[config.mk]
export PLATFORM = sky130hd
export DESIGN_NAME = vga_timing_ctrl
export DESIGN_NICKNAME = d
export VERILOG_FILES = /design/src/rtl/vga_timing_ctrl.sv
export SDC_FILE = /design/constraint.sdc
export NUM_CORES = 1
export LEC_CHECK = 0
export BUFFER_PORTS_ARGS = -buffer_cell sky130_fd_sc_hd__buf_2
export CAP_MARGIN = 30
export CORE_ASPECT_RATIO = 0.9
export CORE_UTILIZATION = 35
export DETAILED_ROUTE_END_ITERATION = 8
export SYNTH_ARGS = -nofsm -noshare
export SYNTH_HDL_FRONTEND = slang
export SYNTH_SLANG_ARGS = --single-unit
[constraint.sdc]
create_clock -name clk -period 2.8 [get_ports clk]
set_input_delay 0.42 -clock clk [delete_from_list [all_inputs] [get_ports clk]]
set_output_delay 0.42 -clock clk [all_outputs]
set_load 0.05 [all_outputs]
[src/rtl/vga_timing_ctrl.sv]
// VGA timing controller: horizontal and vertical porch/sync state machines that
// produce sync, blanking, pixel coordinates and line/frame markers for the pixel pipeline.
module vga_timing_ctrl #(
  parameter int unsigned H_ACTIVE = 640,
  parameter int unsigned H_FP     = 16,
  parameter int unsigned H_SYNC   = 96,
  parameter int unsigned H_BP     = 48,
  parameter int unsigned V_ACTIVE = 480,
  parameter int unsigned V_FP     = 10,
  parameter int unsigned V_SYNC   = 2,
  parameter int unsigned V_BP     = 33,
  parameter bit          SYNC_POL = 1'b0
) (
  input  logic       clk,
  input  logic       rst,
  input  logic       en,
  input  logic       run,
  output logic       busy,
  output logic       hsync,
  output logic       vsync,
  output logic       video_on,
  output logic [9:0] x,
  output logic [9:0] y,
  output logic       line_start,
  output logic       frame_start
);

  typedef enum logic {TOP_IDLE, TOP_RUN} top_state_e;
  typedef enum logic [1:0] {AX_ACTIVE, AX_FP, AX_SYNC, AX_BP} axis_state_e;

  localparam logic [9:0] H_ACTIVE_LAST = 10'(H_ACTIVE - 1);
  localparam logic [9:0] H_FP_LAST     = 10'(H_FP - 1);
  localparam logic [9:0] H_SYNC_LAST   = 10'(H_SYNC - 1);
  localparam logic [9:0] H_BP_LAST     = 10'(H_BP - 1);
  localparam logic [9:0] V_ACTIVE_LAST = 10'(V_ACTIVE - 1);
  localparam logic [9:0] V_FP_LAST     = 10'(V_FP - 1);
  localparam logic [9:0] V_SYNC_LAST   = 10'(V_SYNC - 1);
  localparam logic [9:0] V_BP_LAST     = 10'(V_BP - 1);

  function automatic axis_state_e axis_next(input axis_state_e s);
    case (s)
      AX_ACTIVE: return AX_FP;
      AX_FP:     return AX_SYNC;
      AX_SYNC:   return AX_BP;
      default:   return AX_ACTIVE;
    endcase
  endfunction

  top_state_e  top_q, top_d;
  axis_state_e h_q, h_d, v_q, v_d;
  logic [9:0]  h_cnt_q, h_cnt_d, v_cnt_q, v_cnt_d;

  logic [9:0] h_last_cnt, v_last_cnt;
  logic       h_wrap, v_wrap, end_of_line, end_of_frame;

  always_comb begin
    case (h_q)
      AX_ACTIVE: h_last_cnt = H_ACTIVE_LAST;
      AX_FP:     h_last_cnt = H_FP_LAST;
      AX_SYNC:   h_last_cnt = H_SYNC_LAST;
      default:   h_last_cnt = H_BP_LAST;
    endcase
    case (v_q)
      AX_ACTIVE: v_last_cnt = V_ACTIVE_LAST;
      AX_FP:     v_last_cnt = V_FP_LAST;
      AX_SYNC:   v_last_cnt = V_SYNC_LAST;
      default:   v_last_cnt = V_BP_LAST;
    endcase
  end

  assign h_wrap       = (h_cnt_q == h_last_cnt);
  assign v_wrap       = (v_cnt_q == v_last_cnt);
  assign end_of_line  = (h_q == AX_BP) && h_wrap;
  assign end_of_frame = end_of_line && (v_q == AX_BP) && v_wrap;

  // NOTE: every variable gets its hold value first so no path through this block infers a latch.
  always_comb begin
    top_d   = top_q;
    h_d     = h_q;
    v_d     = v_q;
    h_cnt_d = h_cnt_q;
    v_cnt_d = v_cnt_q;
    if (en) begin
      case (top_q)
        TOP_IDLE: begin
          // Counters already sit at (0,0), so the first RUN cycle is pixel (0,0).
          if (run) top_d = TOP_RUN;
        end
        TOP_RUN: begin
          if (h_wrap) begin
            h_d     = axis_next(h_q);
            h_cnt_d = '0;
          end else begin
            h_cnt_d = h_cnt_q + 10'd1;
          end
          if (end_of_line) begin
            if (v_wrap) begin
              v_d     = axis_next(v_q);
              v_cnt_d = '0;
            end else begin
              v_cnt_d = v_cnt_q + 10'd1;
            end
          end
          // The natural wrap already returns both axes to ACTIVE/0 when stopping.
          if (end_of_frame && !run) top_d = TOP_IDLE;
        end
        default: top_d = TOP_IDLE;
      endcase
    end
  end

  // NOTE: sequential state uses non-blocking assignments so all registers update together.
  always_ff @(posedge clk or posedge rst) begin
    if (rst) begin
      top_q   <= TOP_IDLE;
      h_q     <= AX_ACTIVE;
      v_q     <= AX_ACTIVE;
      h_cnt_q <= '0;
      v_cnt_q <= '0;
    end else begin
      top_q   <= top_d;
      h_q     <= h_d;
      v_q     <= v_d;
      h_cnt_q <= h_cnt_d;
      v_cnt_q <= v_cnt_d;
    end
  end

  logic running, h_active, v_active;

  assign running  = (top_q == TOP_RUN);
  assign h_active = running && (h_q == AX_ACTIVE);
  assign v_active = running && (v_q == AX_ACTIVE);

  assign busy        = running;
  assign hsync       = (running && (h_q == AX_SYNC)) ? SYNC_POL : ~SYNC_POL;
  assign vsync       = (running && (v_q == AX_SYNC)) ? SYNC_POL : ~SYNC_POL;
  assign video_on    = h_active && v_active;
  assign x           = h_active ? h_cnt_q : '0;
  assign y           = v_active ? v_cnt_q : '0;
  assign line_start  = h_active && (h_cnt_q == '0);
  assign frame_start = line_start && v_active && (v_cnt_q == '0);

endmodule
==> results of run 1 <==
## stage by stage
step | utilization [%] | cell area, um^2 | power [mW] | worst slack, ps | hold WS [ps]
final | 43.4 | 1990 | 0.969 | 188 | 183
after floorplan | - | 1730 | 0.676 | 195 | 447
after global routing | 43.4 | 1990 | 1.04 | 42.1 | 219
after CTS | 43.4 | 1990 | 0.978 | 193 | 188
after detailed placement | 42.3 | 1940 | 0.751 | 385 | 494
after global placement | 42.3 | 1940 | 0.753 | 429 | 494
## layer usage
layer,up-vias,global-route usage (%),wire (um)
met1,718,25.5,1960
met5,-,0,0
met4,0,4.40,50
met3,6,3.68,272
li1,757,-,-
met2,54,27.2,2020
## worst max-delay path, stage by stage (launching register included)
cell     delay [ps]
dfrtp_1         420
inv_1           100
ha_1            410
nand4_1         210
nor4_4          240
and4b_1         250
buf_2           260
## flip-flops by register name, summed over array words and instances, names as in the netlist
register  count
v_q           2
busy          1
h_cnt_q      10
h_q           2
v_cnt_q      10
## power by group
| group | switching (mW) | internal (mW) | total [mW] |
|---|---|---|---|
| Sequential | 0.0854 | 0.409 | 0.494 |
| Clock | 0.122 | 0.101 | 0.223 |
| Combinational | 0.150 | 0.101 | 0.251 |
| Total | 0.358 | 0.611 | 0.969 |
## layout make-up
class	instances	area, um^2
Clock inverter	1	7.51
Tap cell	62	77.6
Clock buffer	3	41.3
Timing Repair Buffer	31	160
Sequential cell	25	626
Fill cell	450	2590
Inverter	11	41.3
Multi-Input combinational cell	154	1030
## kinds of logic (layout without fill, tap and decap cells)
family / Yosys count / in the layout
adders and majority gates: 11 / 11
muxes: 1 / 1
DFF: 25 / 25
buffers and inverters: 18 / 46
AOI/OAI and AO/OA: 30 / 30
xor gates and xnor gates: 12 / 12
and+or+nand+nor: 100 / 100
## cell usage after synthesis, drive strengths merged (2+ instances only)
cell	number	area (um^2)
ha	11	138
o21ai	9	45.0
clkbuf	5	18.8
and2	2	12.5
a22o	2	17.5
a21oi	5	25.0
or3	2	12.5
xnor2	5	43.8
inv	11	41.3
nor4	3	25.0
dfrtp	25	626
buf	2	10.0
and3	27	169
xor2	7	61.3
nand3	12	60.1
nor4b	2	17.5
o21bai	5	37.5
nand2	20	77.6
nor3	4	30.0
nor2	15	56.3
nand4	5	31.3
a21o	2	15.0
## path summary, 6_finish.rpt
| kind | startpoint | to | slack (ps) | depth (start not counted) |
|---|---|---|---|---|
| hold reg to reg | h_cnt_q[8] | h_cnt_q[8] | 520 | 1 |
| setup / recovery | h_q[0] | frame_start | 190 | 6 |
| hold / removal | rst | v_q[0] | 180 | 3 |
| setup reg to reg | h_q[0] | v_cnt_q[6] | 360 | 7 |
| min in group clk | run | busy | 380 | 2 |
| max in group asynchronous | rst | h_cnt_q[8] | 2360 | 3 |
==> results.sh, run 1 <==
export IMPL_post_route_period_util_pct=93.3
export IMPL_antenna_cells=0
export IMPL_synth_area_mm2=0.00171
export IMPL_clk_insertion_delay_late_ps=270
export IMPL_hp_class="in -> async"
export IMPL_drive_gt1_share_pct=19.6
export IMPL_cp_required_ps=2380
export IMPL_max_slew_margin_pct=54.6
export IMPL_dp_cells=283
export IMPL_nets=241
export IMPL_final_cells=287
export IMPL_synth_net_count=212
export IMPL_setup_violations=0
export IMPL_powerDensity_mw_per_mm2=488
export IMPL_drtAntennaViolNets=0
export IMPL_num_vias=1535
export IMPL_synth_top_family_by_area="simple AND/OR/NAND/NOR gates"
export IMPL_clock_path_buffers=2
export IMPL_path_max_fanout=14
export IMPL_ys_flop_type="dfrtp_1"
export IMPL_synth_seq_area_share_pct=36.5
export IMPL_numCtsBuffers=3
export IMPL_cp_arrival_ps=2190
export IMPL_drtIter0Drc=118
export IMPL_max_freq_mhz=383
export IMPL_grt_pass1_vias=1377
export IMPL_synth_cell_type_count=41
export IMPL_muxShareOfSynthArea_pct=0.877
export IMPL_worst_pin_slew_ps=680
export IMPL_design_core_area_mm2=0.00458
export IMPL_finalHoldViolCount=0
export IMPL_post_cts_buffers=0
export IMPL_dp_hpwl_um=3150
export IMPL_irDropWorstVdd_v=0.000339
export IMPL_grt_ovfl_total=0
export IMPL_yosys_area_share_simple_pct=32.7
export IMPL_grt_total_usage_pct=17.8
export IMPL_drc=0
export IMPL_initial_core_util_pct=37.4
export IMPL_status="completed"
export IMPL_die_h_um=68.4
export IMPL_synth_compound_area_share_pct=11.6
export IMPL_die_width_um=75.7
export IMPL_synthAdderAreaFrac_pct=8.04
export IMPL_synth_seq_cells=25
export IMPL_cts_root_buffer="clkbuf_8"
export IMPL_cts_tree="done"
export IMPL_dieArea_mm2=0.00518
export IMPL_max_cap_violations=0
export IMPL_clk_pin_slew_worst_paths_ps=90
export IMPL_place_gp_congestion=0.808
export IMPL_htree_levels=1
export IMPL_synth_edf_count=0
export IMPL_yosysWarnings=0
export IMPL_antenna_found_initial=0
export IMPL_grt_max_degree=26
export IMPL_cts_resized=0
export IMPL_io_buffers=29
export IMPL_grt_first_pass_wirelength_um=6820
export IMPL_rsz0062_at_grt="no"
export IMPL_fin_crit_ps=2610
export IMPL_leakagePower_nw=1.05
export IMPL_wirelength_um=4300
export IMPL_syn_inst=197
export IMPL_drtPass1Iterations=4
export IMPL_cts_hold_buf=0
export IMPL_end_kind="output port"
export IMPL_syn_area_per_cell_um2=8.69
export IMPL_fin_skew_ps=5.88
export IMPL_io_pins=30
export IMPL_tns_ps=0
export IMPL_maxSlewViolCount=0
export IMPL_critPathLaunchType="register"
export IMPL_numClockSinks=25
export IMPL_rows=23
export IMPL_async_reset_ff_share_pct=100
export IMPL_final_cell_mix="buf_2 (29), and3_1 (27), dfrtp_1 (25)"
export IMPL_yosys_area_share_xor_xnor_pct=6.14
export IMPL_areaGrowthSynthToFinish_pct=15.9
export IMPL_vias_per_cell=5.35
export IMPL_crit_type="reg -> out"
export IMPL_final_common_cell="buf_2"
export IMPL_wl_per_cell_um=15.0
(Power assumes the default switching activity.)
==> inputs of run 2 (changes only) <==
==> constraint.sdc (replaced) <==
create_clock -name clk -period 2.45 [get_ports clk]
set_input_delay 0.3675 -clock clk [delete_from_list [all_inputs] [get_ports clk]]
set_output_delay 0.3675 -clock clk [all_outputs]
set_load 0.05 [all_outputs]
==> run 2 against run 1 <==
  * Flip-flop and latch count unchanged
  * Count of clock-buffer cells in the layout increased by 1
  * Design area rose by 3.6%
  * Sequential power grew 16%
  * Via count grew 0.72%
  * Die area is the same
  * Worst hold slack worse by 49 ps
  * Register-to-register slack about the same
  * Final cell count up 2.8%
  * Critical path type unchanged
  * Combinational power up 18%
  * Largest cell class unchanged
  * Largest power group unchanged
  * Sequential share of layout area decreased by 1.1 points
  * Critical path depth grew 1
==> results.sh, run 2 (synthesis results as in run 1) <==
export IMPL_status="completed"
export IMPL_final_cell_mix="buf_2 (28), and3_1 (27), dfrtp_1 (25)"
export IMPL_worstRegToRegCells=7
export IMPL_io_pins=30
export IMPL_place_gp_congestion=0.852
export IMPL_post_cts_buffers=0
export IMPL_cp_arrival_ps=1930
export IMPL_antenna_cells=0
export IMPL_initial_core_util_pct=37.4
export IMPL_p_comb_share_pct=26.5
export IMPL_worst_pin_slew_ps=449
export IMPL_pwr_share_clk_pct=21.9
export IMPL_end_kind="output port"
export IMPL_fill_cells=454
export IMPL_die_h_um=68.4
export IMPL_path_max_fanout=6
export IMPL_leakagePower_nw=1.09
export IMPL_internal_power_mw=0.705
export IMPL_top_regs="h_cnt_q (10), v_cnt_q (10)"
export IMPL_cts_hold_buf=0
export IMPL_clk_pin_slew_worst_paths_ps=90
export IMPL_dieArea_mm2=0.00518
export IMPL_wirelength_um=4240
export IMPL_powerDensity_mw_per_mm2=541
export IMPL_max_cap_violations=0
export IMPL_numClockSinks=25
export IMPL_busiest_layer="met1"
export IMPL_critPathLaunchType="register"
export IMPL_grt_pass1_vias=1371
export IMPL_fin_crit_ps=2300
export IMPL_io_buffers=29
export IMPL_htree_levels=1
export IMPL_grt_max_degree=26
export IMPL_vias_per_cell=5.24
export IMPL_final_common_cell="buf_2"
export IMPL_design_core_area_mm2=0.00458
export IMPL_met1_usage_pct=27.1
export IMPL_use_met3_pct=3.68
export IMPL_numCtsBuffers=3
export IMPL_dp_cells=291
export IMPL_post_route_period_util_pct=94.0
export IMPL_fin_skew_ps=7.99
export IMPL_final_cells=295
export IMPL_maxSlewViolCount=0
export IMPL_grt_use_met2_pct=25.1
export IMPL_grt_first_pass_wirelength_um=6960
export IMPL_drc=0
export IMPL_regArea_um2=626
export IMPL_dp_hpwl_um=3210
export IMPL_rsz0062_at_grt="no"
export IMPL_tns_ps=0
export IMPL_clk_insertion_delay_late_ps=270
export IMPL_cp_required_ps=2080
export IMPL_grt_total_usage_pct=17.9
export IMPL_num_vias=1546
export IMPL_r2r_slack_ps=360
export IMPL_power_switching_mw=0.408
export IMPL_setup_slack_ps=148
export IMPL_hold_slack_ps=134
export IMPL_fin_area_mm2=0.00206
export IMPL_wl_per_cell_um=14.4
export IMPL_drtIter0Drc=84
export IMPL_clock_path_buffers=2
export IMPL_netSwitchingFraction_pct=36.7
export IMPL_antenna_found_initial=0
export IMPL_setup_violations=0
export IMPL_max_slew_margin_pct=70.1
export IMPL_drive_gt1_share_pct=23.2
export IMPL_multi_input_area_mm2=0.00104
export IMPL_areaGrowthSynthToFinish_pct=20.1
export IMPL_crit_type="reg -> out"
export IMPL_drtPass1Iterations=4
export IMPL_die_width_um=75.7
export IMPL_cts_tree="done"
export IMPL_rows=23
export IMPL_hp_class="in -> async"
export IMPL_nets=249
export IMPL_placed_cell_area_mm2=0.00201
export IMPL_cts_root_buffer="clkbuf_8"
export IMPL_seqPwrFrac_pct=51.6
export IMPL_drtAntennaViolNets=0
export IMPL_max_freq_mhz=434
export IMPL_grt_ovfl_total=0
export IMPL_post_place_ws_ps=269
export IMPL_irDropWorstVdd_v=0.000272
export IMPL_finalHoldViolCount=0
[run 2: layer usage]
metal  share of wire (%)  up-vias
met4                 1.0        0
met3                 3.0        4
met2                  43       24
met5                   0        -
li1                    -      773
met1                  53      745
[run 2: metrics by stage]
step | power, mW | utilization (%)
detailed placement | 0.872 | 43.9
finish | 1.11 | 45.0
global placement | 0.868 | 43.9
CTS | 1.12 | 45.0
global route | 1.18 | 45.0
floorplan | 0.778 | -
[run 2: power by group through the flow]
stage               Clock, mW  Combinational, mW  Sequential, mW
finish                  0.244              0.295           0.574
global placement            0              0.291           0.577
floorplan                   0              0.232           0.546
global route            0.264              0.329           0.585
CTS                     0.252              0.297           0.572
detailed placement          0              0.292           0.580
[run 2: final timing paths]
check	start	to
max	h_cnt_q[0]	frame_start
min	rst	h_cnt_q[1]
max reg2reg	v_q[1]	v_q[1]
min reg2reg	h_cnt_q[8]	h_cnt_q[8]
max in group asynchronous	rst	h_cnt_q[9]
min in group clk	run	busy
[run 2: critical path, stage by stage, from the launching register on]
cell	delay, ps
dfrtp_1	440
inv_1	80
ha_1	140
nor4b_2	170
nand4_1	160
nor4_4	220
and4b_4	260
buf_4	190
[run 2: final cells by class]
class                           instances  area share, %
Timing Repair Buffer                   39           10.8
Sequential cell                        25           30.4
Inverter                               11           2.01
Multi-Input combinational cell        154           50.8
Clock buffer                            4           2.19
Tap cell                               62           3.77
[run 2: timing repair]
| action | 4_1_cts | 5_1_grt |
|---|---|---|
| hold endpoints to repair | 0 | 0 |
| gates resized for setup | 2 | 0 |
| setup endpoints to repair | 1 | 1 |
| pin swaps | 0 | 1 |
==> inputs of run 3 (changes only) <==
--- a/config.mk
+++ b/config.mk
@@ -10,6 +10,7 @@
 export CORE_ASPECT_RATIO = 0.9
 export CORE_UTILIZATION = 35
 export DETAILED_ROUTE_END_ITERATION = 8
+export MAX_ROUTING_LAYER = met4
 export SYNTH_ARGS = -nofsm -noshare
 export SYNTH_HDL_FRONTEND = slang
 export SYNTH_SLANG_ARGS = --single-unit
==> run 3 against run 2 <==
  * Flip-flop and latch count stayed put
  * Sequential share of layout area stayed put
  * Worst hold slack better by 1.4 ps
  * Routed wire length down 0.40%
  * Clock power about the same
  * Core utilization did not move
==> results.sh, run 3 (synthesis results as in run 1) <==
export IMPL_status="completed"
export IMPL_path_max_fanout=6
export IMPL_cp_arrival_ps=1930
export IMPL_fin_crit_ps=2300
export IMPL_leakagePower_nw=1.09
export IMPL_cp_required_ps=2080
export IMPL_nets=249
export IMPL_post_cts_buffers=0
export IMPL_worst_pin_slew_ps=449
export IMPL_initial_core_util_pct=37.4
export IMPL_rows=23
export IMPL_finalHoldViolCount=0
export IMPL_max_slew_margin_pct=70.1
export IMPL_drtPass1Iterations=4
export IMPL_design_core_area_mm2=0.00458
export IMPL_clk_pin_slew_worst_paths_ps=90
export IMPL_fin_skew_ps=7.04
export IMPL_max_cap_violations=0
export IMPL_rsz0062_at_grt="no"
export IMPL_final_common_cell="buf_2"
export IMPL_critPathLaunchType="register"
export IMPL_io_pins=30
export IMPL_maxSlewViolCount=0
export IMPL_antenna_found_initial=0
export IMPL_irDropWorstVdd_v=0.000272
export IMPL_wl_per_cell_um=14.3
export IMPL_dp_hpwl_um=3210
export IMPL_utilization_pct=45.0
export IMPL_drc=0
export IMPL_hold_slack_ps=135
export IMPL_setup_violations=0
export IMPL_numClockSinks=25
export IMPL_io_buffers=29
export IMPL_top_regs="h_cnt_q (10), v_cnt_q (10)"
export IMPL_drtIter0Drc=80
export IMPL_clk_insertion_delay_late_ps=270
export IMPL_post_route_period_util_pct=93.8
export IMPL_p_total_mw=1.11
export IMPL_cts_root_buffer="clkbuf_8"
export IMPL_vias_per_cell=5.23
export IMPL_die_h_um=68.4
export IMPL_hp_class="in -> async"
export IMPL_antenna_cells=0
export IMPL_final_cell_mix="buf_2 (28), and3_1 (27), dfrtp_1 (25)"
export IMPL_numCtsBuffers=3
export IMPL_htree_levels=1
export IMPL_num_vias=1543
export IMPL_wirelength_um=4230
export IMPL_place_gp_congestion=0.865
export IMPL_drive_gt1_share_pct=23.2
export IMPL_tns_ps=0
export IMPL_cts_tree="done"
export IMPL_cts_hold_buf=0
export IMPL_grt_max_degree=26
export IMPL_grt_pass1_vias=1378
export IMPL_crit_type="reg -> out"
export IMPL_grt_total_usage_pct=18.4
export IMPL_clock_path_buffers=2
export IMPL_grt_first_pass_wirelength_um=6960
export IMPL_die_width_um=75.7
export IMPL_dieArea_mm2=0.00518
export IMPL_powerDensity_mw_per_mm2=539
export IMPL_end_kind="output port"
export IMPL_grt_ovfl_total=0
export IMPL_max_freq_mhz=435
export IMPL_areaGrowthSynthToFinish_pct=20.1
export IMPL_drtAntennaViolNets=0
run 3: cell counts in the layout (fill, tap and decap cells not counted):
No cell type changed its count.
run 3: routing by layer:
metal | track usage [%] | up-vias | share of wire (%)
met5 | - | - | 0
met1 | 27.1 | 736 | 52
met2 | 25.2 | 32 | 43
met3 | 3.68 | 2 | 3.7
met4 | 5.09 | 0 | 0.80
li1 | - | 773 | -
run 3: worst paths after layout:
kind                            startpoint           to  slack (ps)  cells past startpoint
worst min-delay path                   rst   h_cnt_q[1]         140                      3
worst max-delay path            h_cnt_q[0]  frame_start         150                      7
min in group clk                       run         busy         330                      2
worst min register to register  h_cnt_q[8]   h_cnt_q[8]         520                      1
max in group asynchronous              rst   h_cnt_q[9]        2070                      3
worst max register to register      v_q[1]       v_q[1]         360                      7
run 3: critical path, stage by stage, from the launching register on:
cell	delay [ps]
dfrtp_1	440
inv_1	80
ha_1	140
nor4b_2	170
nand4_1	160
nor4_4	220
and4b_4	260
buf_4	190
run 3: area by class of cell:
type                            instances  area [um^2]
Tap cell                               62         77.6
Fill cell                             454         2520
Multi-Input combinational cell        154         1040
Clock buffer                            4         45.0
Sequential cell                        25          626
Inverter                               11         41.3
Timing Repair Buffer                   39          223
run 3: what timing repair did:
item	4_1_cts	5_1_grt
setup endpoints to repair	1	1
gates cloned	0	0
gates resized for setup	2	0
pin swaps	0	1
run 3: per-stage QoR:
step,instances,cell area (um^2),setup slack [ps]
2_1_floorplan,197,1740,40.9
3_3_place_gp,291,2010,322
3_5_place_dp,291,2010,269
4_1_cts,295,2060,47.0
5_1_grt,295,2060,19.1
6_report,295,2060,153
run 3: where the power goes:
| group | switching (mW) | internal (mW) | total (mW) |
|---|---|---|---|
| Combinational | 0.173 | 0.122 | 0.295 |
| Sequential | 0.106 | 0.467 | 0.574 |
| Clock | 0.125 | 0.116 | 0.241 |
